### src/rtl/matrix_stream_ctrl.sv
// matrix_stream_ctrl
//   Streaming controller for a 2x2 fixed-point matrix-vector datapath
//   (Y = M1*A + M2*B, Z = M3*A + M4*B). Holds the four coefficient
//   registers, launches (A,B) samples into a fixed-latency, non-stallable
//   datapath, tags in-flight samples and captures the results into an
//   output FIFO. Input acceptance is credit based: a sample is accepted
//   only when a FIFO slot is guaranteed for it, so backpressure on the
//   output never has to stall the datapath.
//
// Ports
//   clk, rst                 clock, synchronous active-high reset
//   cfg_we/cfg_addr/cfg_data coefficient write (0=M1 1=M2 2=M3 3=M4)
//   cfg_err                  one-cycle pulse: write rejected (pipeline busy)
//   s_valid/s_ready/s_a/s_b  sample input handshake
//   dp_vld/dp_a/dp_b         registered launch to datapath
//   dp_m1..dp_m4             coefficient registers to datapath
//   dp_y/dp_z                datapath results (valid LATENCY cycles after dp_vld)
//   m_valid/m_ready/m_y/m_z  result output handshake (FIFO head)
//   inflight                 samples launched but not yet captured
module matrix_stream_ctrl #(
  parameter int LATENCY    = 5,
  parameter int FIFO_DEPTH = 8,
  parameter int IN_W       = 13,
  parameter int OUT_W      = 17,
  parameter int COEF_W     = 19
) (
  input  logic                           clk,
  input  logic                           rst,
  input  logic                           cfg_we,
  input  logic [1:0]                     cfg_addr,
  input  logic [COEF_W-1:0]              cfg_data,
  output logic                           cfg_err,
  input  logic                           s_valid,
  output logic                           s_ready,
  input  logic [IN_W-1:0]                s_a,
  input  logic [IN_W-1:0]                s_b,
  output logic                           dp_vld,
  output logic [IN_W-1:0]                dp_a,
  output logic [IN_W-1:0]                dp_b,
  output logic [COEF_W-1:0]              dp_m1,
  output logic [COEF_W-1:0]              dp_m2,
  output logic [COEF_W-1:0]              dp_m3,
  output logic [COEF_W-1:0]              dp_m4,
  input  logic [OUT_W-1:0]               dp_y,
  input  logic [OUT_W-1:0]               dp_z,
  output logic                           m_valid,
  input  logic                           m_ready,
  output logic [OUT_W-1:0]               m_y,
  output logic [OUT_W-1:0]               m_z,
  output logic [$clog2(LATENCY+1)-1:0]   inflight
);

  localparam int INF_W = $clog2(LATENCY + 1);
  localparam int PTR_W = $clog2(FIFO_DEPTH);
  localparam int CNT_W = $clog2(FIFO_DEPTH + 1);
  // One extra bit so inflight + fifo_count can never wrap.
  localparam int SUM_W = ((CNT_W > INF_W) ? CNT_W : INF_W) + 1;

  localparam logic [COEF_W-1:0] M1_RST = COEF_W'(19'h7F8F6);
  localparam logic [COEF_W-1:0] M2_RST = COEF_W'(19'h09333);
  localparam logic [COEF_W-1:0] M3_RST = COEF_W'(19'h0C8F6);
  localparam logic [COEF_W-1:0] M4_RST = COEF_W'(19'h53000);

  logic [LATENCY-1:0] tag;
  logic [OUT_W-1:0]   mem_y [FIFO_DEPTH];
  logic [OUT_W-1:0]   mem_z [FIFO_DEPTH];
  logic [PTR_W-1:0]   wr_ptr;
  logic [PTR_W-1:0]   rd_ptr;
  logic [CNT_W-1:0]   fifo_count;
  logic [SUM_W-1:0]   credit_sum;

  logic xfer;
  logic capture;
  logic push;
  logic pop;
  logic cfg_ok;

  // Every in-flight sample already owns a FIFO slot, so the FIFO cannot
  // overflow even though the datapath never stalls.
  assign credit_sum = SUM_W'(inflight) + SUM_W'(fifo_count);
  assign s_ready    = !rst && !cfg_we && (credit_sum < SUM_W'(FIFO_DEPTH));
  assign xfer       = s_valid && s_ready;

  assign capture = tag[LATENCY-1];
  assign push    = capture;
  assign m_valid = (fifo_count != '0);
  assign pop     = m_valid && m_ready;

  // Coefficients may only change when nothing is in the datapath.
  assign cfg_ok = cfg_we && (inflight == '0) && !dp_vld;

  // Head is gated so stale storage never shows on the outputs.
  assign m_y = m_valid ? mem_y[rd_ptr] : '0;
  assign m_z = m_valid ? mem_z[rd_ptr] : '0;

  always_ff @(posedge clk) begin
    if (rst) begin
      dp_vld   <= 1'b0;
      dp_a     <= '0;
      dp_b     <= '0;
      tag      <= '0;
      inflight <= '0;
      cfg_err  <= 1'b0;
      dp_m1    <= M1_RST;
      dp_m2    <= M2_RST;
      dp_m3    <= M3_RST;
      dp_m4    <= M4_RST;
    end else begin
      dp_vld <= xfer;
      if (xfer) begin
        dp_a <= s_a;
        dp_b <= s_b;
      end

      // Tag output lines up with the cycle dp_y/dp_z are valid.
      tag <= {tag[LATENCY-2:0], dp_vld};

      case ({xfer, capture})
        2'b10:   inflight <= inflight + INF_W'(1);
        2'b01:   inflight <= inflight - INF_W'(1);
        default: inflight <= inflight;
      endcase

      cfg_err <= cfg_we && !cfg_ok;
      if (cfg_ok) begin
        case (cfg_addr)
          2'd0: dp_m1 <= cfg_data;
          2'd1: dp_m2 <= cfg_data;
          2'd2: dp_m3 <= cfg_data;
          2'd3: dp_m4 <= cfg_data;
        endcase
      end
    end
  end

  always_ff @(posedge clk) begin
    if (rst) begin
      wr_ptr     <= '0;
      rd_ptr     <= '0;
      fifo_count <= '0;
    end else begin
      if (push) wr_ptr <= wr_ptr + PTR_W'(1);
      if (pop)  rd_ptr <= rd_ptr + PTR_W'(1);
      case ({push, pop})
        2'b10:   fifo_count <= fifo_count + CNT_W'(1);
        2'b01:   fifo_count <= fifo_count - CNT_W'(1);
        default: fifo_count <= fifo_count;
      endcase
    end
  end

  // Storage needs no reset; occupancy is tracked by the pointers/count.
  always_ff @(posedge clk) begin
    if (push && !rst) begin
      mem_y[wr_ptr] <= dp_y;
      mem_z[wr_ptr] <= dp_z;
    end
  end

  no_fifo_overflow: assert property (@(posedge clk) disable iff (rst)
    !(push && !pop && (fifo_count == CNT_W'(FIFO_DEPTH))));

endmodule

### config.mk
export PLATFORM = sky130hd
export DESIGN_NAME = matrix_stream_ctrl
export DESIGN_NICKNAME = d
export VERILOG_FILES = /design/src/rtl/matrix_stream_ctrl.sv
export SDC_FILE = /design/constraint.sdc
export NUM_CORES = 1
export LEC_CHECK = 0
export ABC_CLOCK_PERIOD_IN_PS = 7000
export CAP_MARGIN = 5
export CORE_UTILIZATION = 45
export CTS_BUF_LIST = sky130_fd_sc_hd__clkbuf_8
export CTS_CLUSTER_DIAMETER = 60
export CTS_CLUSTER_SIZE = 30
export DETAILED_ROUTE_END_ITERATION = 12
export GPL_TIMING_DRIVEN = 0
export PLACE_DENSITY = 0.67
export RECOVER_POWER = 50
export SYNTH_ARGS = -nofsm -noshare
export SYNTH_HDL_FRONTEND = slang
export SYNTH_SLANG_ARGS = --single-unit
### constraint.sdc
create_clock -name clk -period 7 [get_ports clk]
set_clock_uncertainty 0.2 [all_clocks]
set_input_delay 1.4 -clock clk [delete_from_list [all_inputs] [get_ports clk]]
set_output_delay 1.4 -clock clk [all_outputs]
set_load 0.005 [all_outputs]
==> Word-level counts from Yosys, hierarchy flattened <==
Memories as Yosys holds them, arrays and structs flattened. A register that Yosys moved wholly into a read port is not among the register bits.
Cells that the tools add are included.
{ "totals": {"word_cells": 61, "in_bits": 86, "memories": 2, "ff_bits": 122, "mem_bits_rw": 272} }
{ "classes": {"n_eq_ne": 7, "n_addsub": 7, "magnitude_cmp": 1, "n_mux": 10, "reduce_logical": 21} }
{ "memory_table": {"columns": ["name", "depth", "word_bits", "read_ports", "rd_ports_with_merged_regs", "wr", "line", "text"], "rows": [
  ["mem_y", 8, 17, 1, 1, 1, "65", "logic [OUT_W-1:0] mem_y [FIFO_DEPTH];"],
  ["mem_z", 8, 17, 1, 1, 1, "66", "logic [OUT_W-1:0] mem_z [FIFO_DEPTH];"]
]} }
{ "ops": {"columns": ["operator", "count"], "rows": [
  ["$mux W17", 2],
  ["$mux W3", 4],
  ["$add A3 B1 Y3 const B", 3],
  ["$eq A2 B2 Y1 const B", 4],
  ["$logic_and A1 B1 Y1", 8],
  ["$pmux W4 S2", 1],
  ["$reduce_and A2 Y1", 4],
  ["$eq A2 B1 Y1 const B", 3],
  ["$pmux W3 S2", 1],
  ["$add A3 B4 Y5", 1],
  ["$lt A5 B4 Y1 const B", 1],
  ["$add A4 B1 Y4 const B", 1],
  ["$logic_not A1 Y1", 4],
  ["$reduce_bool A2 Y1", 2],
  ["$reduce_bool A4 Y1", 1],
  ["$sub A4 B1 Y4 const B", 1],
  ["$logic_not A3 Y1", 1],
  ["$sub A3 B1 Y3 const B", 1],
  ["$logic_not A2 Y1", 1],
  ["$mux W1", 2]
]} }

==> Longest topological paths before layout <==
Gate-level depths: netlist of the first run.
{ "logic_depth": {"ltp_word": 6, "depth_mapped": 12, "ltp_nobuf": 10} }

==> Worst setup path before layout of the first run <==
OpenSTA, ideal clock, no wires.
{ "synth_path": {"path_kind": "input to register", "startpoint": "input rst", "endpoint": "memory mem_y[0][0], enable pin", "path_stages": 3, "setup_slack_ns": 1.263, "t_arrival_ns": 5.027, "t_required_ns": 6.290, "path_buffers": 2, "path_cell_list": "buf_6 -> clkbuf_1 -> nor4_1"} }
{ "synth_between": {"elab_chain_cells": 4} }
{ "synth_rtl": {"columns": ["element", "line", "text"], "rows": [
  ["from (decl)", "28", "input logic rst,"],
  ["$logic_not A1 Y1", "154", "if (push && !rst) begin"],
  ["$logic_and A1 B1 Y1", "154", null],
  ["$mux W1", "154", null],
  ["$mux W1 (implied by the code)", "155", "mem_y[wr_ptr] <= dp_y;"],
  ["to (decl)", "65", null]
]} }
No other way between the ends.

==> Worst setup path after layout of the first run <==
{ "layout_path": {"startpoint": "register fifo_count[0]", "endpoint": "output m_z[13]"} }
{ "layout_between": {"elab_chain_cells": 2} }
{ "layout_rtl": {"columns": ["element", "line", "text"], "rows": [
  ["from (decl)", "69", "logic [CNT_W-1:0] fifo_count;"],
  ["from (signal assigned)", "145", "2'b10: fifo_count <= fifo_count + CNT_W'(1);"],
  ["from (signal assigned)", "146", "2'b01: fifo_count <= fifo_count - CNT_W'(1);"],
  ["from (signal assigned)", "147", "default: fifo_count <= fifo_count;"],
  ["$reduce_bool A4 Y1", "86", "assign m_valid = (fifo_count != '0);"],
  ["$mux W17", "94", "assign m_z = m_valid ? mem_z[rd_ptr] : '0;"],
  ["to (decl)", "49", "output logic [OUT_W-1:0] m_z,"]
]} }
No other way between the ends.

==> results of run 1 <==
-- worst paths after layout --
check | from | endpoint | slack [ns] | depth (start not counted)
max | fifo_count[0]$_SDFFE_PP0P_ | m_z[13] | 1.43 | 4
max reg2reg | fifo_count[0]$_SDFFE_PP0P_ | fifo_count[3]$_SDFFE_PP0P_ | 2.73 | 10
min | tag[2]$_SDFF_PP0_ | tag[3]$_SDFF_PP0_ | 0.25 | 1
min reg2reg | tag[2]$_SDFF_PP0_ | tag[3]$_SDFF_PP0_ | 0.25 | 1
-- sequential cells by signal, summed over array words and instances (netlist names), 13 cells and up, named ones only --
register,cells
mem_y,136
dp_a,13
dp_m4,19
mem_z,136
dp_m2,19
dp_m3,19
dp_b,13
dp_m1,19
-- cells by family (layout without fill, tap and decap cells) --
kind of cell	after synthesis	in the layout	synth area share
AOI/OAI and AO/OA	71	71	0.02470
xor gates and xnor gates	7	7	0.004103
adders and majority gates	10	10	0.009378
buffers and inverters	69	369	0.02227
DFF	397	397	0.7141
muxes	145	145	0.1541
other	0	4	0
and+or+nand+nor	243	243	0.07142
-- through the flow --
stage,util,hold WS (ns)
after CTS,0.5756,0.2534
after detailed placement,0.5542,0.2285
after floorplan,-,0.2138
after global placement,0.5447,0.2192
after global routing,0.5731,0.2613
final,0.5732,0.2497
-- critical path, stage by stage, from the launching register on --
cell	delay (ns)
dfxtp_1	0.37
nor4_1	1.70
clkbuf_1	0.57
nor2_1	0.22
clkdlybuf4s50_1	0.49
-- layout make-up --
| class | count | area (µm²) | share of cell area |
|---|---|---|---|
| Antenna cell | 4 | 10.01 | 0.0005354 |
| Buffer | 59 | 272.8 | 0.01459 |
| Clock buffer | 29 | 399.1 | 0.02135 |
| Clock inverter | 25 | 300.3 | 0.01606 |
| Inverter | 10 | 37.54 | 0.002008 |
| Multi-Input combinational cell | 476 | 3964 | 0.2120 |
| Sequential cell | 397 | 10670 | 0.5707 |
| Tap cell | 442 | 553.0 | 0.02958 |
| Timing Repair Buffer | 246 | 2490 | 0.1332 |
-- cell usage after synthesis, drive strengths merged --
cell	n
a211oi	1
a21oi	67
a31o	1
and2	1
and3	1
and4	1
and4b	1
and4bb	1
buf	27
clkbuf	32
dfxtp	125
edfxtp	272
fa	2
ha	8
inv	10
mux2i	77
mux4	68
nand2	57
nand2b	1
nand3	2
nand3b	1
nand4	1
nand4b	2
nor2	123
nor2b	5
nor3	38
nor3b	1
nor4	4
o21ai	1
o31ai	1
or3	1
or4	2
xnor2	1
xor2	6
-- routing by layer --
metal / global-route usage / up-vias
met1: 0.2660 / 4375
met2: 0.3559 / 316
met3: 0.06540 / 44
met4: 0.04967 / 0
met5: 0 / -
li1: - / 4088
-- power by group --
part / total (µW) / switching, µW / internal [µW]
logic: 209 / 104 / 105
clock network: 1360 / 833 / 522
registers: 2530 / 13.2 / 2520
total: 4100 / 950 / 3150
==> results.txt, run 1 <==
status - finished, violations left
failing checks - max-capacitance violations, max-slew violations
chip width - 184.2 µm
syn_nets - 1038
Yosys reg bits - 397
WL met2 - 16830 µm
CTS HTree Levels - 1
Via density - 5.227
CTS tree - yes
total number of vias - 8823
largest net degree at the start of global routing - 27
clock buffer depth - 3
distinct cell type count after synthesis - 42
post-placement cell area - 0.01808 mm²
Final setup viols - 0
# clock sinks - 397
commonest non-fill, non-tap cell in the layout - edfxtp_1
DR iter-0 viols - 498
Num CTS Buffers - 29
Slew Viols, Final - 9
Nets - 1315
Yosys warning count - 0
Max VDD drop - 0.1572 mV
initial antenna violation count - 4
GPL Wtd Cong - 0.8636
global-route wire length before repair - 53720 µm
Max-slew headroom - -0.4227
fraction of layout cells with a size suffix above 1 - 0.1248
WL/cell - 20.78 µm
final worst slack - 1.433 ns
Total Power - 4099 µW
Hold Crit Class - flip-flop to flip-flop
fin crit share - 0.7952
CTS root buffer - clkbuf_8
Leak - 0.005972 µW
Setup TNS - 0 ns
cell count after placement - 1630
final design instance area without fill - 0.01870 mm²
RSZ-0062 raised after global routing - no
post-placement setup slack - 2.317 ns
main area contributors after synthesis - edfxtp_1 55%, dfxtp_1 17%, mux4_2 10%, mux2i_1 5.2%, nor2_1 3.1%
Die Span Y - 184.2 µm
Power Density - 219.2 mW/mm²
Worst-path clk slew - 0.10 ns
Port-buffer cells - 227
core area - 0.03262 mm²
total grt overflow - 0
critical path class - flip-flop to primary output
register area share after synthesis - 0.7141
WL met1 - 14450 µm
Ports - 229
post-cts resize count - 0
met3 routed WL - 3077 µm
Layout Cells excl Fill - 1688
FMAX - 179.6 MHz
Worst Setup End Kind - primary output
Fillers - 2585
Initial Util - 0.4581
vias in the first global route - 9072
Final ANT Viol Nets - 0
top cell type's share of synthesized area - 0.5466
synthesized area - 0.01494 mm²
largest fanout on the critical path - 10
CP Data Arrival Time - 3.97 ns
Die ar. - 0.03394 mm²
Hold Buf Count CTS - 0
GRT Total Usage - 0.2112
Residual DRC - 0
Final Hold Viols - 0
CP startpoint kind - flip-flop
syn avg cell area - 15.86 µm²
max cap viols - 2
most frequent cells in the layout - 272 x edfxtp_1, 192 x clkdlybuf4s50_1, 125 x dfxtp_1, 119 x nor2_1, 77 x mux2i_1
DR pass1 iterations - 5
clk_lat worst skew - 0.60 ns
Least-Margin Pin Slew - 2.115 ns
CP required - 5.40 ns
Post-DP HPWL - 23930 µm
Tmin final - 5.567 ns
final WL - 35090 µm
layout overhead on the synthesized area - 25.12%
Mapped Cells - 942
max layer used - met4
Rows - 66
largest area contributor in the netlist - edfxtp_1
# Post-CTS Setup Buffers - 0
No activity file was read; power rests on OpenSTA's default activity.
==> run 2: changes to the inputs <==
- ABC_CLOCK_PERIOD_IN_PS: 7000 -> 5350
- clock period: 7 -> 5.35 ns (I/O delays scaled with it)
==> run 2 against run 1 <==
Effect of this change: the run still ends with max-capacitance violations, max-slew violations left; sequential power increased by 31%; final area about the same; global-route usage unchanged; core utilization about the same; final cell count unchanged; combinational power increased by 31%; flip-flop and latch count unchanged; total power increased by 31%; critical path type unchanged.
==> results.txt, run 2 (same netlist as run 1, synthesis figures left out) <==
status - finished, violations left (unchanged)
failing checks - max-capacitance violations, max-slew violations (unchanged)
worst-path cell chain - clkbuf_1 -> buf_2 -> buf_1 -> mux4_2 -> mux2i_1 -> nor2_1 -> clkdlybuf4s50_1 (was nor4_1 -> clkbuf_1 -> nor2_1 -> clkdlybuf4s50_1)
largest fanout on the critical path - 10 (unchanged)
worst reg-to-reg path cell count - 10 (unchanged)
fin crit share - 0.8789
Worst Setup End Kind - primary output (unchanged)
CTS HTree Levels - 1 (unchanged)
Die ar. - 0.03394 mm² (unchanged)
Via density - 5.231 (was 5.227)
initial antenna violation count - 4 (unchanged)
Nets - 1315 (unchanged)
CP required - 4.08 ns (was 5.40 ns)
Reg2Reg Launch Point - fifo_count[0]$_SDFFE_PP0P_ (unchanged)
CTS tree - yes (unchanged)
total grt overflow - 0 (unchanged)
CTS root buffer - clkbuf_8 (unchanged)
RSZ-0062 raised after global routing - no (unchanged)
Final ANT Viol Nets - 0 (unchanged)
GRT Total Usage - 0.2112 (unchanged)
Port-buffer cells - 227 (unchanged)
commonest non-fill, non-tap cell in the layout - edfxtp_1 (unchanged)
CP Data Arrival Time - 3.43 ns (was 3.97 ns)
largest net degree at the start of global routing - 27 (unchanged)
Num CTS Buffers - 29 (unchanged)
Post-Route Utilization - 0.5731 (was 0.5732)
CP max stage delay - 0.65 ns (was 1.70 ns)
layout overhead on the synthesized area - 25.11% (was 25.12%)
critical path class - flip-flop to primary output (unchanged)
vias in the first global route - 9072 (unchanged)
CP startpoint kind - flip-flop (unchanged)
post-cts resize count - 0 (unchanged)
Least-Margin Pin Slew - 2.205 ns (was 2.115 ns)
total number of vias - 8830 (was 8823)
DR iter-0 viols - 494 (was 498)
CP bufs+invs - 4 (was 2)
final design instance area without fill - 0.01870 mm² (about the same)
post-placement setup slack - 1.287 ns (was 2.317 ns)
# Post-CTS Setup Buffers - 0 (unchanged)
Worst R2R End - fifo_count[3]$_SDFFE_PP0P_ (unchanged)
FMAX - 212.7 MHz
Layout Cells excl Fill - 1688 (unchanged)
cell count after placement - 1630 (unchanged)
fraction of layout cells with a size suffix above 1 - 0.1248 (unchanged)
Power Density - 286.8 mW/mm² (was 219.2 mW/mm²)
Slew Viols, Final - 20 (was 9)
Final Hold Viols - 0 (unchanged)
GPL Wtd Cong - 0.8636 (unchanged)
core area - 0.03262 mm² (unchanged)
Max-slew headroom - -0.4756 (was -0.4227)
Initial Util - 0.4581 (unchanged)
clock buffer depth - 3 (unchanged)
final worst slack - 0.6481 ns (was 1.433 ns)
final WL - 35100 µm (was 35090 µm)
Tmin final - 4.702 ns
Rows - 66 (unchanged)
Slowest-stage cell, CP - buf_1 (was nor4_1)
hold slack - 0.2497 ns (about the same)
cell family with most CP delay - buffers and inverters (was simple AND/OR/NAND/NOR gates)
chip width - 184.2 µm (unchanged)
Critical path destination - m_z[13] (unchanged)
Ports - 229 (unchanged)
Hold Buf Count CTS - 0 (unchanged)
Leak - 0.005973 µW (was 0.005972 µW)
Post-DP HPWL - 23930 µm (unchanged)
Die Span Y - 184.2 µm (unchanged)
max cap viols - 2 (unchanged)
Final setup viols - 0 (unchanged)
Worst-path clk slew - 0.10 ns (about the same)
Hold Crit Class - flip-flop to flip-flop (unchanged)
# clock sinks - 397 (unchanged)
clk_lat worst skew - 0.60 ns (about the same)
biggest regs - mem_y x136, mem_z x136 (unchanged)
Critical Path Stages - 7 (was 4)
most frequent cells in the layout - 272 x edfxtp_1, 192 x clkdlybuf4s50_1, 125 x dfxtp_1, 120 x nor2_1, 77 x mux2i_1 (was 272 x edfxtp_1, 192 x clkdlybuf4s50_1, 125 x dfxtp_1, 119 x nor2_1, 77 x mux2i_1)
reg2reg setup slack - 1.75 ns (was 2.73 ns)
Residual DRC - 0 (unchanged)
WL/cell - 20.80 µm (was 20.78 µm)
DR pass1 iterations - 4 (was 5)
Max VDD drop - 0.2057 mV (was 0.1572 mV)
post-placement cell area - 0.01808 mm² (unchanged)
global-route wire length before repair - 53720 µm (unchanged)
==> run 2: changes by cell type in the layout (fill, tap and decap cells not counted) <==
cell    delta
nor2_1     +1
nor2_4     -1
nor4_1     -1
nor4_2     +1
==> run 2: metrics by stage <==
step                power (µW)  setup TNS (ns)
CTS                       5426               0
finish                    5362               0
global placement          3661         -265.74
global route              5539               0
detailed placement        3666               0
floorplan                 3476          -3.881
==> run 2: final cells by class <==
type	instances	area, µm²
antenna	4	10.01
buffer	59	272.8
clock buffer	29	399.1
clock inverter	25	300.3
fill	2585	13920
inverter	10	37.54
multi-input combinational	476	3963
sequential	397	10670
tap	442	553.0
timing repair buffer	246	2490
==> run 2: how the worst min path moves through the flow <==
stage | startpoint | slack (ns) | end | depth (start not counted)
floorplan | tag[0]$_SDFF_PP0_ | 0.21 | tag[1]$_SDFF_PP0_ | 1
global placement | tag[3]$_SDFF_PP0_ | 0.22 | tag[4]$_SDFF_PP0_ | 1
detailed placement | tag[3]$_SDFF_PP0_ | 0.23 | tag[4]$_SDFF_PP0_ | 1
CTS | tag[3]$_SDFF_PP0_ | 0.25 | tag[4]$_SDFF_PP0_ | 1
global route | tag[3]$_SDFF_PP0_ | 0.26 | tag[4]$_SDFF_PP0_ | 1
finish | tag[2]$_SDFF_PP0_ | 0.25 | tag[3]$_SDFF_PP0_ | 1
==> run 2: per-layer routing <==
metal | GRT usage | up-vias | share of wire
li1 | - | 4090 | -
met1 | 0.2660 | 4385 | 0.41
met2 | 0.3559 | 311 | 0.48
met3 | 0.06540 | 44 | 0.086
met4 | 0.04967 | 0 | 0.021
met5 | 0 | - | 0
==> run 2: power breakdown <==
part	total, µW	internal [µW]	leakage, µW	switching [µW]
clock network	1770	683	0.000345	1090
registers	3320	3300	0.00346	17.3
logic	274	138	0.00217	136
total	5360	4120	0.00597	1240
